`config.mk`:
```
export PLATFORM = sky130hd
export DESIGN_NAME = text_cursor_writer
export DESIGN_NICKNAME = d
export VERILOG_FILES = /design/src/rtl/text_cursor_writer.sv
export SDC_FILE = /design/constraint.sdc
export NUM_CORES = 1
export LEC_CHECK = 0
export BUFFER_PORTS_ARGS = -buffer_cell sky130_fd_sc_hd__buf_2
export CAP_MARGIN = 20
export CORE_ASPECT_RATIO = 1.2
export CORE_MARGIN = 2
export CORE_UTILIZATION = 63
export CTS_BUF_LIST = sky130_fd_sc_hd__clkbuf_2 sky130_fd_sc_hd__clkbuf_4 sky130_fd_sc_hd__clkbuf_8
export DETAILED_ROUTE_END_ITERATION = 16
export GPL_TIMING_DRIVEN = 1
export PLACE_DENSITY = 0.95
export SETUP_SLACK_MARGIN = 0.3
export SYNTH_ARGS = -nofsm -noshare
export SYNTH_HDL_FRONTEND = slang
export SYNTH_SLANG_ARGS = --single-unit
```
`constraint.sdc`:
```
create_clock -name sys_clk -period 2.3 [get_ports sys_clk]
set_input_delay 0.46 -clock sys_clk [delete_from_list [all_inputs] [get_ports sys_clk]]
set_output_delay 0.46 -clock sys_clk [all_outputs]
set_load 0.05 [all_outputs]
```
`src/rtl/text_cursor_writer.sv`:
```
// Button-driven editor for the character buffer: debounces four push-buttons and turns
// each press into write / step / backspace / clear operations on the buffer write port.
module text_cursor_writer #(
    parameter int DEBOUNCE_CYCLES = 1000000,
    parameter int ADDR_W          = 10,
    parameter int DATA_W          = 8,
    parameter int DEPTH           = 1024,
    parameter int CHAR_MIN        = 0,
    parameter int CHAR_MAX        = 127,
    parameter int CLEAR_CHAR      = 32,
    parameter bit AUTO_INC        = 1'b1
) (
    input  logic              sys_clk,
    input  logic              sys_resetn,
    input  logic [3:0]        btn,
    output logic              wen,
    output logic [ADDR_W-1:0] write_addr,
    output logic [DATA_W-1:0] write_data,
    output logic [ADDR_W-1:0] cursor,
    output logic [DATA_W-1:0] cur_char,
    output logic              busy
);

    localparam int CNT_W = (DEBOUNCE_CYCLES > 1) ? $clog2(DEBOUNCE_CYCLES) : 1;
    localparam logic [CNT_W-1:0]  CNT_LAST  = CNT_W'(DEBOUNCE_CYCLES - 1);
    localparam logic [ADDR_W-1:0] ADDR_LAST = ADDR_W'(DEPTH - 1);
    localparam logic [DATA_W-1:0] CH_MIN    = DATA_W'(CHAR_MIN);
    localparam logic [DATA_W-1:0] CH_MAX    = DATA_W'(CHAR_MAX);
    localparam logic [DATA_W-1:0] CH_CLEAR  = DATA_W'(CLEAR_CHAR);

    localparam int B_WRITE = 0;
    localparam int B_STEP  = 1;
    localparam int B_BKSP  = 2;
    localparam int B_CLEAR = 3;

    logic [3:0] meta_reg;
    logic [3:0] sync_reg;
    logic [3:0] evt;

    always_ff @(posedge sys_clk) begin
        if (!sys_resetn) begin
            meta_reg <= '0;
            sync_reg <= '0;
        end else begin
            meta_reg <= btn;
            sync_reg <= meta_reg;
        end
    end

    // One debouncer per button; evt pulses for one cycle on an accepted rising level.
    genvar gi;
    generate
        for (gi = 0; gi < 4; gi++) begin : g_db
            logic [CNT_W-1:0] cnt_reg;
            logic             level_reg;
            logic             evt_reg;

            always_ff @(posedge sys_clk) begin
                if (!sys_resetn) begin
                    cnt_reg   <= '0;
                    level_reg <= 1'b0;
                    evt_reg   <= 1'b0;
                end else begin
                    evt_reg <= 1'b0;
                    if (sync_reg[gi] == level_reg) begin
                        cnt_reg <= '0;
                    end else if (cnt_reg == CNT_LAST) begin
                        cnt_reg   <= '0;
                        level_reg <= sync_reg[gi];
                        evt_reg   <= sync_reg[gi];
                    end else begin
                        cnt_reg <= cnt_reg + CNT_W'(1);
                    end
                end
            end

            assign evt[gi] = evt_reg;
        end
    endgenerate

    typedef enum logic [1:0] {IDLE, WRITE, CLEAR} state_t;

    state_t            state_reg, state_next;
    logic              wen_reg, wen_next;
    logic [ADDR_W-1:0] addr_reg, addr_next;
    logic [DATA_W-1:0] data_reg, data_next;
    logic [ADDR_W-1:0] cursor_reg, cursor_next;
    logic [DATA_W-1:0] char_reg, char_next;
    logic              busy_reg, busy_next;

    logic [ADDR_W-1:0] cursor_inc;
    logic [ADDR_W-1:0] cursor_dec;
    logic [DATA_W-1:0] char_inc;

    always_ff @(posedge sys_clk) begin
        if (!sys_resetn) begin
            state_reg  <= IDLE;
            wen_reg    <= 1'b0;
            addr_reg   <= '0;
            data_reg   <= '0;
            cursor_reg <= '0;
            char_reg   <= CH_MIN;
            busy_reg   <= 1'b0;
        end else begin
            state_reg  <= state_next;
            wen_reg    <= wen_next;
            addr_reg   <= addr_next;
            data_reg   <= data_next;
            cursor_reg <= cursor_next;
            char_reg   <= char_next;
            busy_reg   <= busy_next;
        end
    end

    // Explicit wrap compares so DEPTH / CHAR_MAX need not match the port widths.
    always_comb begin
        cursor_inc = (cursor_reg == ADDR_LAST) ? '0 : cursor_reg + ADDR_W'(1);
        cursor_dec = (cursor_reg == '0) ? '0 : cursor_reg - ADDR_W'(1);
        char_inc   = (char_reg == CH_MAX) ? CH_MIN : char_reg + DATA_W'(1);
    end

    always_comb begin
        state_next  = state_reg;
        wen_next    = 1'b0;
        addr_next   = addr_reg;
        data_next   = data_reg;
        cursor_next = cursor_reg;
        char_next   = char_reg;
        busy_next   = busy_reg;

        case (state_reg)
            IDLE: begin
                if (evt[B_CLEAR]) begin
                    busy_next   = 1'b1;
                    cursor_next = '0;
                    wen_next    = 1'b1;
                    addr_next   = '0;
                    data_next   = CH_CLEAR;
                    state_next  = CLEAR;
                end else if (evt[B_BKSP]) begin
                    cursor_next = cursor_dec;
                    wen_next    = 1'b1;
                    addr_next   = cursor_dec;
                    data_next   = CH_CLEAR;
                    state_next  = WRITE;
                end else if (evt[B_WRITE]) begin
                    wen_next    = 1'b1;
                    addr_next   = cursor_reg;
                    data_next   = char_reg;
                    cursor_next = cursor_inc;
                    if (AUTO_INC) begin
                        char_next = char_inc;
                    end
                    state_next  = WRITE;
                end else if (evt[B_STEP]) begin
                    char_next = char_inc;
                end
            end
            WRITE: begin
                state_next = IDLE;
            end
            CLEAR: begin
                // addr_reg doubles as the sweep counter; the strobe for it is on now.
                if (addr_reg == ADDR_LAST) begin
                    busy_next  = 1'b0;
                    state_next = IDLE;
                end else begin
                    wen_next  = 1'b1;
                    addr_next = addr_reg + ADDR_W'(1);
                end
            end
            default: begin
                state_next = IDLE;
            end
        endcase
    end

    assign wen        = wen_reg;
    assign write_addr = addr_reg;
    assign write_data = data_reg;
    assign cursor     = cursor_reg;
    assign cur_char   = char_reg;
    assign busy       = busy_reg;

endmodule

```
* After elaboration in Yosys (flattened, before gate mapping)
Index checks and enable logic that the tools add are counted.
W data, S select, Z words.
** Operators by class
- Add/sub/neg operators :: 8
- $mul :: 0
- Divide/modulo/power cells :: 0
- Magnitude comparators :: 0
- Eq/ne operators :: 16
- Shift operators :: 0
- Muxes and demuxes :: 29
- Bitwise logic cells :: 11
- Reductions and logical operators :: 22
** Operator list (count)
- $mux W10 :: 9
- $add A20 B1 Y20 const B :: 4
- $eq A20 B20 Y1 const B :: 4
- $mux W8 :: 6
- $reduce_or A3 Y1 :: 8
- $add A10 B1 Y10 const B :: 2
- $eq A10 B10 Y1 const B :: 2
- $pmux W10 S2 :: 1
- $reduce_and A2 Y1 :: 6
- $not A1 Y1 :: 11
- $logic_not A10 Y1 :: 1
- $sub A10 B1 Y10 const B :: 1
- $add A8 B1 Y8 const B :: 1
- $eq A8 B7 Y1 const B :: 1
- $mux W2 :: 4
- $mux W1 :: 6
- $ne A2 B2 Y1 const B :: 3
- $reduce_and A3 Y1 :: 2
- $eq A1 B1 Y1 :: 4
- $ne A4 B4 Y1 const B :: 1
- $pmux W1 S2 :: 2
- $pmux W2 S2 :: 1
- $reduce_and A4 Y1 :: 1
- $reduce_bool A2 Y1 :: 2
- other kinds (3) :: 3
** Word-level totals
- Flip-flop bits (word level) :: 136
- Latch bits :: 0
- RAM bits :: 0
- ROM bits :: 0
- Input port bits :: 6
- Word-level logic and storage cells :: 107
- Memories kept :: 0

* Depth between registers and ports, before layout
Gate-level depths: netlist (run 1).
- Depth in word-level cells :: 5
- Mapped depth :: 9

* Worst setup path after synthesis (run 1)
No wires, ideal clock.
- Path kind :: reg2reg
- Start point :: reg addr_reg[0] (netlist: write_addr[0])
- End point :: reg addr_reg[6] (netlist: write_addr[6])
- Setup time :: 0.117 ns
- Arrival time :: 2.132 ns
- Setup slack :: 0.050 ns
- Cell stages (with the launch flop) :: 7
- Buffers on the path :: 0
- Cells stage by stage :: dfxtp_1 -> ha_1 -> nand3_1 -> nor4_1 -> or2_2 -> nor2_1 -> a32o_1
** Between the ends
- Cells in the longest elaborated chain, start to end :: 3
- Elaborated cells on any way between the ends :: 6
** RTL lines
- from (decl) :: RTL line 85 : logic [ADDR_W-1:0] addr_reg, addr_next;
- from (signal assigned) :: RTL line 107 : addr_reg <= addr_next;
- $add A10 B1 Y10 or $eq A10 B10 Y1 (tied branches) :: RTL line 169, 164
- $mux W10 or $ne A2 B2 Y1 (tied branches)
- $pmux W10 S2 or $reduce_and A3 Y1 (tied branches)
Parallel ways exist; a longest one is shown, timed or not. The select of a mux whose other input is x is not followed.
A chain may end at the register's enable or synchronous reset.

* Worst setup path in the final report (run 1)
- Start point :: reg cursor_reg[2] (netlist: cursor[2])
- End point :: reg cursor_reg[6] (netlist: cursor[6])
** Between the ends
- Cells in the longest elaborated chain, start to end :: 5
- Elaborated cells on any way between the ends :: 9
** RTL lines
- from (decl) :: RTL line 87 : logic [ADDR_W-1:0] cursor_reg, cursor_next;
- from (signal assigned) :: RTL line 109 : cursor_reg <= cursor_next;
- $add A10 B1 Y10 or $eq A10 B10 Y1 (tied branches) :: RTL line 117 : cursor_inc = (cursor_reg == ADDR_LAST) ? '0 : cursor_reg + ADDR_W'(1);
- $mux W10 :: RTL line 117
- $mux W10 :: RTL line 146 : end else if (evt[B_WRITE]) begin
- $mux W10 (*) :: RTL line 140 : end else if (evt[B_BKSP]) begin
- $mux W10 (*) :: RTL line 133 : if (evt[B_CLEAR]) begin
Mark *: on every way between the ends. The rest lies on a longest branch, timed or not. The select of a mux whose other input is x is not followed.

==> impl.org, run 1 <==
** Run status
- Outcome :: complete, no violations

** STA
- Static timing analysis puts the maximum clock frequency at just over 0.5 GHz.
- Setup repair after global routing missed its margin :: true
- Headroom to the max-slew limit :: 56.7%
- Worst setup skew after layout :: around 0.014 ns
- Share of the clock period used by the worst path after layout :: between 80% and 90%
- Setup total negative slack on the finished layout was measured at 0 ns.
- The number of pins exceeding their max-slew limit in the final report is 0.
- Transition at the pin with the smallest max-transition slack :: 0.645 ns
- Setup violations remaining at the end of the flow were counted as 0.
- Min Hold Slack :: ~0.22 ns
- Final Hold Fails :: 0
- Post-route minimum period :: 1.96 ns

** Layout
- Across the whole layout, storage elements account for 0.00274 sq mm.
- Cells with a size suffix above 1 make up between 10% and 20% of the layout.
- Relative to the synthesized area, the layout overhead comes to 14.2%.
- Most frequent cells in the layout :: sky130_fd_sc_hd__nor2_1 (139), sky130_fd_sc_hd__dfxtp_1 (124), sky130_fd_sc_hd__nand3_1 (53)
- In the final design database the tool counted 817 nets.
- Core utilization of the finished layout :: 73.4%
- The repair_antennas step left the layout with diodes totalling 0.
- The filler cells instantiated in the layout total between 600 and 700.
- Most frequent standard cell in the layout excluding fill and tap cells :: sky130_fd_sc_hd__nor2_1
- Area of the multi-input gates :: 0.00353 sq mm
- The register with the most flip-flops in the layout has 80 of them.

** Routing
- The detailed router placed a little under 6k vias in this run.
- DR DRC count :: 0
- In this run the remaining antenna-violating nets after routing total 0.
- Final routed wirelength across all metal layers :: 15.7 mm
- Before antenna repair, the detailed router went through 5 iterations.
- Mean number of vias per cell :: 6.20
- After detailed routing, the average wire length per cell comes to 16.7 um.
- Starting DRC count in detailed routing :: between 300 and 400

** Floorplanning
- Y dimension of the die :: around 110 um
- The floorplan step defined a core boundary enclosing 0.00996 sq mm.
- Starting density of the core :: 64.3%
- The floorplan step defined a die boundary enclosing 0.0110 sq mm.
- In this run the core area contains 40 standard-cell rows.
- Measured along the x axis, the die boundary spans just under 100 um.
- Ports placed on the boundary :: 44

** Pwr
- The worst-case IR drop observed on VDD is 664 uV.
- Sequential cell fraction of total power :: around 50%
- In this run, the combinational gates consume 2.3% of the power.
- Cell internal power was estimated by the tool at 3.74 mW.
- Summed over all nets, the switching power comes to 1.00 mW.
- Static leakage :: around 2.7 nW
- Summing internal, switching and leakage power gives between 4 and 5 mW.
- Net switching is between 20% and 30% of the power.
- In this run the power density over the cells is 649 mW/mm^2.
- Share of power burned in the clock network :: about 48%

** Yosys
- Post-Synthesis Mean Instance Area :: 8.45 sq um
- Async S/R FF share, synth :: 0%
- Sequential share of the synthesized area :: 42.5%
- In this run, synthesis inferred 0 flip-flops with an integrated enable.
- Synthesis instantiated 66 different standard cells from the library.
- Synth Flop Type :: sky130_fd_sc_hd__dfxtp_1
- Synth Instances :: 757
- Number of warnings printed during yosys synthesis :: 0
- Post-synthesis register bit count :: 136
- Cell Area, Synth :: between 0.006 and 0.007 sq mm
- Total nets after synthesis :: roughly 770

** CTS
- After clock tree synthesis, the clock-pin slew on the worst setup and hold paths is 0.08 ns.
- CTS max path bufs :: 2
- TritonCTS built the clock tree.
- For the worst-skew pair, the clock arrives at the later sink with an insertion delay of 0.45 ns.
- The tree is rooted in a sky130_fd_sc_hd__clkbuf_8.
- For this design, the sink count on the clock tree is ~140.
- Clock buffer count from CTS :: 17
- After clock tree synthesis, the flow added hold-fix buffers numbering 0.
- The clock tree synthesis step divided the H-tree into 4 levels.

** Global route
- In the global route stage, overall resource usage came out at 29.2%.
- Pin count of the biggest net entering global routing :: 21
- The first global-routing pass estimated between 20 and 30 mm of wire.
- Congestion Overflow GR :: 0
- Initial antenna violation count :: 0
- Via count of the first global-routing pass :: approximately 5.7k

** Worst setup path
- The worst setup path is captured at a register.
- The worst setup path is launched from a register.
- Along the worst path, the maximum fanout reaches 15.
- Data required time at the worst endpoint :: 2.68 ns
- The worst register-to-register path has a depth of 5.
- Worst EP arrival :: 2.35 ns
- The critical path is of the reg -> reg type.

** Place
- Count of port buffers added during placement :: 43
- At the end of routability-driven placement, the weighted congestion stood at 0.951.
- Detailed placement ended at an HPWL of 10.7 mm.

** Worst hold path
- The tightest min-delay check is of the in -> reg type.
- The worst hold path passes through 2 cells.

** Job
- Number of maximum-capacitance violations :: 0
layout make-up:
class / count / share of cell area [%]
clock inverter: 12 / 2.72
timing repair buffer: 61 / 4.95
multi-input combinational: 571 / 48.3
inverter: 16 / 0.822
clock buffer: 19 / 3.58
tap: 126 / 2.16
sequential: 136 / 37.5
worst max-delay path, cell delays in order (launching register included):
cell                      delay, ns
sky130_fd_sc_hd__dfxtp_2       0.42
sky130_fd_sc_hd__or4_4         0.58
sky130_fd_sc_hd__or4_1         0.48
sky130_fd_sc_hd__a31oi_1       0.21
sky130_fd_sc_hd__a21oi_1       0.09
sky130_fd_sc_hd__o21ai_1       0.12
metrics by stage:
stage / area [sq um] / setup slack (ns) / cells
final: 7310 / 0.335 / 941
after global placement: 6780 / 0.351 / 908
after global routing: 7310 / 0.244 / 941
after floorplan: 6430 / 0.336 / 757
after detailed placement: 6780 / 0.259 / 908
after CTS: 7250 / 0.304 / 940
repair_timing:
item | in CTS | in global routing
endpoints found under the setup margin | 25 | 59
pin swaps | 0 | 3
resized for setup | 3 | 12
hold endpoints to repair | 0 | 0
setup buffers | 1 | 1
worst paths after layout:
path	from	endpoint	slack, ns
max	cursor[2]	cursor[6]	0.34
min	btn[0]	meta_reg[0]	0.22
max reg2reg	cursor[2]	cursor[6]	0.34
min reg2reg	meta_reg[2]	sync_reg[2]	0.43
power groups by stage:
stage | logic [mW] | clock network, mW | registers (mW)
2_1_floorplan | 0.0758 | 0 | 2.44
3_3_place_gp | 0.102 | 0 | 2.43
3_5_place_dp | 0.103 | 0 | 2.44
4_1_cts | 0.105 | 2.26 | 2.38
5_1_grt | 0.116 | 2.35 | 2.38
6_report | 0.108 | 2.25 | 2.38
synthesized netlist by cell type, types with 4 or more instances:
| library cell | n | share of area [%] |
|---|---|---|
| sky130_fd_sc_hd__nor2_1 | 139 | 8.2 |
| sky130_fd_sc_hd__clkbuf_1 | 24 | 1.4 |
| sky130_fd_sc_hd__nand3b_1 | 4 | 0.47 |
| sky130_fd_sc_hd__nand4_1 | 26 | 2.5 |
| sky130_fd_sc_hd__nor2b_1 | 4 | 0.39 |
| sky130_fd_sc_hd__and2_1 | 15 | 1.5 |
| sky130_fd_sc_hd__ha_1 | 8 | 1.6 |
| sky130_fd_sc_hd__and3_1 | 20 | 2.0 |
| sky130_fd_sc_hd__nand3_1 | 53 | 4.1 |
| sky130_fd_sc_hd__nor4_1 | 15 | 1.5 |
| sky130_fd_sc_hd__xnor2_1 | 31 | 4.2 |
| sky130_fd_sc_hd__a22oi_1 | 7 | 0.82 |
| sky130_fd_sc_hd__a21oi_1 | 14 | 1.1 |
| sky130_fd_sc_hd__inv_1 | 16 | 0.94 |
| sky130_fd_sc_hd__or3_1 | 7 | 0.68 |
| sky130_fd_sc_hd__nand2_1 | 49 | 2.9 |
| sky130_fd_sc_hd__dfxtp_1 | 136 | 43 |
| sky130_fd_sc_hd__o21ai_0 | 15 | 1.2 |
| sky130_fd_sc_hd__mux2i_1 | 8 | 1.3 |
| sky130_fd_sc_hd__o31ai_1 | 7 | 0.82 |
| sky130_fd_sc_hd__a32oi_1 | 4 | 0.55 |
| sky130_fd_sc_hd__nor3_1 | 20 | 1.6 |
| sky130_fd_sc_hd__and4_1 | 6 | 0.82 |
| sky130_fd_sc_hd__a31oi_1 | 7 | 0.68 |
| sky130_fd_sc_hd__nand2b_1 | 5 | 0.49 |
| sky130_fd_sc_hd__buf_2 | 6 | 0.47 |
| sky130_fd_sc_hd__xor2_1 | 52 | 7.1 |
routing by layer:
layer | global-route usage [%] | part of all wire (%) | vias to the layer above
met2 | 50.5 | 52 | 246
met3 | 7.70 | 6.2 | 46
met1 | 33.4 | 40 | 2785
met5 | 0 | 0 | -
li1 | - | - | 2754
met4 | 12.7 | 2.7 | 0
cells by family after synthesis:
logic type / Yosys count / synth area share (%)
AO/OA/AOI/OAI: 83 / 8.97
XOR/XNOR: 83 / 11.4
adder cells (fa/ha/maj): 8 / 1.56
buffers and inverters: 50 / 3.28
flip-flops: 136 / 42.5
multiplexers: 11 / 1.78
AND/OR/NAND/NOR: 386 / 30.5
No activity file was read; power rests on OpenSTA's default activity.
==> inputs of run 2 (changes only) <==
- CORE_ASPECT_RATIO: 1.2 -> unset
- SETUP_SLACK_MARGIN: 0.3 -> unset
- SKIP_LAST_GASP: unset -> 1
==> impl.org, run 2 (synthesis results as in run 1) <==
** Worst setup path
- FF-to-FF path depth :: 5 (unchanged)
- The worst setup path is captured at a register.
- CP startpoint kind :: register
- Largest fanout of any net on the critical path :: 8 (-7)
- Capture instance of the worst register-to-register path :: cur_char[0]
- R2r setup slk :: 0.14 ns (-0.20 ns)
- The required arrival time at the worst endpoint came to 2.62 ns (-0.06 ns).
- Worst EP arrival :: 2.48 ns (+0.13 ns)
- Kind of critical path :: reg -> reg
- Startpoint of the most critical register-to-register path :: state_reg[0]

** Floorplanning
- The top-level I/O count was 44 (unchanged).
- Starting density of the core :: 65.2% (+0.92 points)
- Width of the die :: 105 um (+9.2%)
- The overall die area was 0.0110 sq mm (about the same).
- Core Footprint :: 0.00982 sq mm (-1.4%)
- The vertical extent of the die is 105 um (-8.4%).
- Number of rows in the core area :: 36 (-10%)

** Global route
- The final global-route overflow total came to 0 (unchanged).
- Wire length of the first global-routing pass :: 26.2 mm (+3.2%)
- The global-route usage over all layers is 29.1% (-0.058 points).
- The pin count of the biggest net entering global routing is 21 (unchanged).
- The number of antenna violations at the first check in global routing came to 0 (unchanged).
- The number of global-route vias before repair came to 5,642 (-0.16%).

** Routing
- Mean number of vias per cell :: 6.02 (-2.9%)
- The count of antenna-violating nets left after detailed routing was 0 (unchanged).
- The DRC violation count after routing came to 0 (unchanged).
- The sum of routed wire length over all layers is 15.6 mm (-0.44%).
- The average wire per cell in the routed design came to 16.4 um (-1.8%).
- Via count of the routed design :: 5,739 (-1.6%)
- The detailed-routing iteration count for the pre-antenna-repair pass came to 5 (unchanged).
- Starting DRC count in detailed routing :: 374 (+5.1%)

** CTS
- The CTS clock-pin slew for the worst setup and hold paths came to 0.09 ns (about the same).
- The cell sitting at the root of the clock tree is a sky130_fd_sc_hd__clkbuf_8.
- Clock buffer count from CTS :: 17 (unchanged)
- Setup Fix Bufs, Post-CTS :: 0 (-1)
- Latest clock arrival within the worst-skew pair :: 0.46 ns (about the same)
- The hold-fix buffer count after cts came to 0 (unchanged).
- The deepest level of the CTS H-tree came to 4 (unchanged).
- Sink count of the clock tree :: 136 (unchanged)
- The number of gates given a new drive strength after cts came to 0 (-3).
- The buffer depth of the longest clock path came to 2 (unchanged).
- TritonCTS built the clock tree.

** Place
- Count of port buffers added during placement :: 43 (unchanged)
- DPL Wire Length :: 11.0 mm (+3.2%)
- The minimum setup slack after placement is 0.233 ns (-0.0257 ns).
- The weighted congestion reported at the end of routability-driven placement is 0.963 (+1.3%).

** Layout
- The fraction of final layout cells with drive strength greater than 1 came to 14.0% (-1.2 points).
- Leaving out fill and tap cells, the most frequent cell in the layout is sky130_fd_sc_hd__nor2_1.
- The footprint of the multi-input gates was 0.00347 sq mm (-1.6%).
- The number of flip-flops in the largest register was 80 (unchanged).
- Filler cell count in the final layout :: 740 (+7.1%)
- The net count of the finished layout is 822 (+0.61%).
- The total inserted antenna cells is 0 (unchanged).
- The top cell types in the final layout, fill and taps aside, are sky130_fd_sc_hd__nor2_1 (139), sky130_fd_sc_hd__dfxtp_1 (136), sky130_fd_sc_hd__nand3_1 (53).
- Compared with the post-synthesis result, the final layout area differs by 13.1%.
- Register Area :: 0.00272 sq mm (-0.55%)

** Worst hold path
- The worst hold path belongs to the class in -> reg.
- Critical hold path startpoint :: btn[2]
- The count of cells along the worst hold path is 2 (unchanged).
- The worst hold path terminates at meta_reg[2].

** STA
- The total of endpoints with negative setup slack in the final report was 0 (unchanged).
- Transition at the pin with the smallest max-transition slack :: 0.656 ns (+0.0115 ns)
- The final critical path time including I/O delays and setup was 2.16 ns (+0.197 ns).
- Total negative slack :: 0 ns (unchanged)
- Max Slew Vio Count :: 0 (unchanged)
- Setup repair after global routing left no endpoint under its margin.
- Timing-limited maximum frequency :: 0.463 GHz (-9.1%)
- Share of the clock period used by the worst path after layout :: 94.0% (+8.6 points)
- The final hold violation count came to 0 (unchanged).
- The worst-case clock skew is 0.00873 ns (-0.00489 ns).
- The worst slew margin relative to its limit was 55.9% (-0.80 points).
- The setup slack after layout was 0.138 ns (-0.197 ns).

** Job
- The number of maximum-capacitance violations was 0 (unchanged).

** Pwr
- Static leakage :: 2.65 nW (-0.72%)
- VDD IR max :: 514 uV (-23%)
- Power Dens Cells :: 639 mW/mm^2 (-1.6%)

** Run status
- Outcome :: complete, no violations
run 2: metrics by stage:
step           utilization, %  hold slack, ns  cells  area, sq um  power (mW)
3_3_place_gp             69.3           0.413    922         6810        2.54
3_5_place_dp             69.3           0.428    922         6810        2.54
4_1_cts                  73.7           0.224    954         7240        4.63
6_report                 73.7           0.231    954         7240        4.63
2_1_floorplan               -           0.412    757         6400        2.51
5_1_grt                  73.7           0.215    954         7240        4.74
run 2: routing by layer:
layer / part of all wire, % / vias up / global-route usage, %
li1: - / 2764 / -
met1: 41 / 2704 / 34.2
met2: 51 / 224 / 50.2
met3: 5.8 / 47 / 6.43
met4: 3.0 / 0 / 14.1
met5: 0 / - / 0
run 2: worst max-delay path by stage:
stage	slack, ns	startpoint	cells after the start	end
finish	0.14	state_reg[0]	5	cur_char[0]
global route	0.04	state_reg[0]	5	cur_char[5]
CTS	0.13	state_reg[0]	5	cur_char[0]
detailed placement	0.23	g_db[1].cnt_reg[7]	6	g_db[1].cnt_reg[9]
global placement	0.28	cursor[0]	7	cursor[6]
floorplan	0.05	write_addr[0]	6	write_addr[6]
run 2: cell type report:
type                    count  area share [%]
clock inverters            14            2.59
multi-input cells         571            48.0
well taps                 133            2.30
repair buffers             66            5.36
inverters                  16           0.829
clock buffers              18            3.34
flip-flops and latches    136            37.6
run 2: critical path, stage by stage, from the launching register on:
cell and delay [ns]:
sky130_fd_sc_hd__dfxtp_1 0.39, sky130_fd_sc_hd__or2_1 0.37, sky130_fd_sc_hd__nor4b_4 0.42, sky130_fd_sc_hd__nand2_1 0.15
sky130_fd_sc_hd__o31ai_1 0.56, sky130_fd_sc_hd__nor2_1 0.13
run 2: power breakdown:
part | switching, mW | internal [mW] | leakage [nW]
Sequential | 0.0160 | 2.36 | 1.10
Combinational | 0.0719 | 0.0392 | 1.34
Clock | 1.02 | 1.12 | 0.213
==> inputs of run 3 (changes only) <==
- CORE_UTILIZATION: 63 -> 60
- PLACE_DENSITY: 0.95 -> 0.91
==> impl.org, run 3 (synthesis results as in run 1) <==
** Run status
- The flow ran to the end, and the final reports show no timing, DRC or antenna violations.

** Worst hold path
- The worst hold path belongs to the class in -> reg.
- Critical hold path startpoint :: btn[3]

** Routing
- Starting DRC count in detailed routing :: 376 (+0.53%)
- The count of antenna-violating nets left after detailed routing came to 0 (unchanged).
- Final routed wirelength across all metal layers :: 15.7 mm (+0.30%)
- Mean routed wirelength per cell :: 16.4 um (-0.22%)
- Initial DRT Pass Iterations :: 5 (unchanged)
- The routed via count divided by cell count was 5.96 (-0.89%).
- Via count of the routed design :: 5,718 (-0.37%)
- The DRC violation count after routing was 0 (unchanged).

** Pwr
- Net switching component of the power :: 1.02 mW (-7.9%)
- Power Dens Cells :: 613 mW/mm^2 (-4.0%)
- Static leakage :: 2.63 nW (-0.53%)
- Internal power :: 3.41 mW (-3.1%)
- Sequential cell fraction of total power :: 53.7% (+2.3 points)
- The combinational fraction of design power was 2.4% (about the same).
- The clock share of power came to 43.8% (-2.4 points).
- VDD IR max :: 470 uV (-8.5%)
- The total power came to 4.43 mW (-4.2%).
- Switching part of the total :: 23.0% (-0.91 points)

** Place
- Routability-driven placement congestion ratio :: 0.946 (-1.7%)
- The number of port buffers is 43 (unchanged).
- The minimum setup slack after placement was 0.198 ns (-0.0353 ns).
- DPL Wire Length :: 11.1 mm (+0.65%)

** CTS
- In this run the clock root is driven by a sky130_fd_sc_hd__clkbuf_8.
- Number of levels in the clock H-tree :: 4 (unchanged)
- Clock buffer count from CTS :: 17 (unchanged)
- CTS max path bufs :: 2 (unchanged)
- Setup Fix Bufs, Post-CTS :: 0 (unchanged)
- Clock-pin transition on the worst setup and hold timing paths :: 0.08 ns (about the same)
- The clock latency on the worst-skew pair is 0.46 ns (about the same).
- The hold-fix buffer count after cts is 0 (unchanged).
- Clock tree from TritonCTS :: built
- The number of gates given a new drive strength after cts is 0 (unchanged).
- The clock net sink count is 136 (unchanged).

** Worst setup path
- The maximum cell stage delay along the critical path is 0.65 ns (+0.09 ns).
- On the critical path, the stage with the largest delay is an instance of sky130_fd_sc_hd__or4b_2.
- The arrival time of the worst setup path was 2.54 ns (+0.06 ns).
- The startpoint identified for the worst register-to-register timing path is g_db[1].cnt_reg[7].
- R2r setup slk :: 0.1 ns (-0.04 ns)
- The worst path buffer plus inverter count was 1 (+1).
- Largest delay contributor family on the critical path :: simple AND/OR/NAND/NOR gates
- Kind of critical path :: reg -> reg
- Largest fanout of any net on the critical path :: 20 (+12)
- Cell breakdown of the critical path :: or4b_2 -> nor4_1 -> and3_1 -> or3_1 -> buf_4 -> nor2_1
- The worst setup path is launched from a register.
- Critical Path Sink Type :: register
- Data required time at the worst endpoint :: 2.64 ns (+0.02 ns)
- Critical path startpoint :: g_db[1].cnt_reg[7]

** STA
- The setup TNS was 0 ns (unchanged).
- The setup slack after layout was 0.0992 ns (-0.0387 ns).
- Setup repair after global routing missed its margin :: false
- The maximum frequency from static timing analysis is 0.454 GHz (-1.8%).
- Min Hold Slack :: 0.216 ns (-0.0147 ns)
- Worst setup skew after layout :: 0.0189 ns (+0.0102 ns)
- The worst slew margin relative to its limit was 52.4% (-3.5 points).
- The final critical path time including I/O delays and setup came to 2.20 ns (+0.0387 ns).
- The final hold violation count was 0 (unchanged).
- Setup-failing EPs final :: 0 (unchanged)
- Transition at the pin with the smallest max-transition slack :: 0.714 ns (+0.0574 ns)
- The final cycle utilization of the critical path came to 95.7% (+1.7 points).
- The number of pins exceeding their max-slew limit in the final report came to 0 (unchanged).

** Global route
- The final global-route overflow total was 0 (unchanged).
- Wire length of the first global-routing pass :: 26.0 mm (-0.47%)
- Via count of the first global-routing pass :: 5,539 (-1.8%)
- The global-route usage over all layers was 28.4% (-0.76 points).
- Initial antenna violation count :: 0 (unchanged)
- The pin count of the biggest net entering global routing is 23 (+9.5%).

** Layout
- From synthesis to final layout, the design area changed by 12.9%.
- The top cell types in the final layout, fill and taps aside, are sky130_fd_sc_hd__nor2_1 (139), sky130_fd_sc_hd__dfxtp_1 (136), sky130_fd_sc_hd__nand3_1 (53).
- The number of flip-flops in the largest register came to 80 (unchanged).
- The total inserted antenna cells came to 0 (unchanged).
- The fraction of final layout cells with drive strength greater than 1 is 14.1% (+0.087 points).
- The net count of the finished layout was 825 (+0.36%).
- Leaving out fill and tap cells, the most frequent cell in the layout is sky130_fd_sc_hd__nor2_1.

** Job
- Number of maximum-capacitance violations :: 0 (unchanged)

** Floorplanning
- The floorplan die width is 107 um (+2.4%).
- Number of rows in the core area :: 37 (+2.8%)
- The vertical extent of the die came to 107 um (+2.4%).
- The overall die area came to 0.0115 sq mm (+4.8%).
- The starting density of the core was 62.0% (-3.2 points).
- Core Footprint :: 0.0103 sq mm (+5.1%)
- Ports placed on the boundary :: 44 (unchanged)
## run 3: cell count changes in the layout (fill, tap and decap cells not counted), sizes merged
cell	previous run	this run
buf	66	69
bufinv	3	2
clkbuf	18	20
clkinvlp	2	5
inv	22	17
## run 3: layout make-up
type / instances / area (sq um)
multi-input cells: 571 / 3470
repair buffers: 69 / 410
fillers: 770 / 3100
inverters: 16 / 60.1
clock buffers: 20 / 263
flip-flops and latches: 136 / 2720
clock inverters: 11 / 125
well taps: 136 / 170
## run 3: power groups by stage
stage / sequential, mW / combinational [mW] / clock (mW)
floorplan: 2.44 / 0.0725 / 0
global placement: 2.43 / 0.105 / 0
detailed placement: 2.43 / 0.106 / 0
CTS: 2.38 / 0.107 / 1.95
global route: 2.38 / 0.117 / 2.06
finish: 2.38 / 0.108 / 1.94
## run 3: layer usage
layer  routed length, um  track usage (%)
met3                 909             6.23
met5                   0                0
met4                 427             11.9
met1                6670             35.3
met2                7690             47.5
## run 3: final timing paths
check | end | cells after the start
worst max-delay path | g_db[1].cnt_reg[18] | 6
worst min-delay path | meta_reg[3] | 2
worst max register to register | g_db[1].cnt_reg[18] | 6
worst min register to register | sync_reg[1] | 1
## run 3: metrics by stage
stage	std cells	instance area, sq um	utilization (%)
after floorplan	757	6400	-
after global placement	928	6840	66.2
after detailed placement	928	6840	66.2
after CTS	959	7220	70.0
after global routing	959	7220	70.0
final	959	7220	70.0
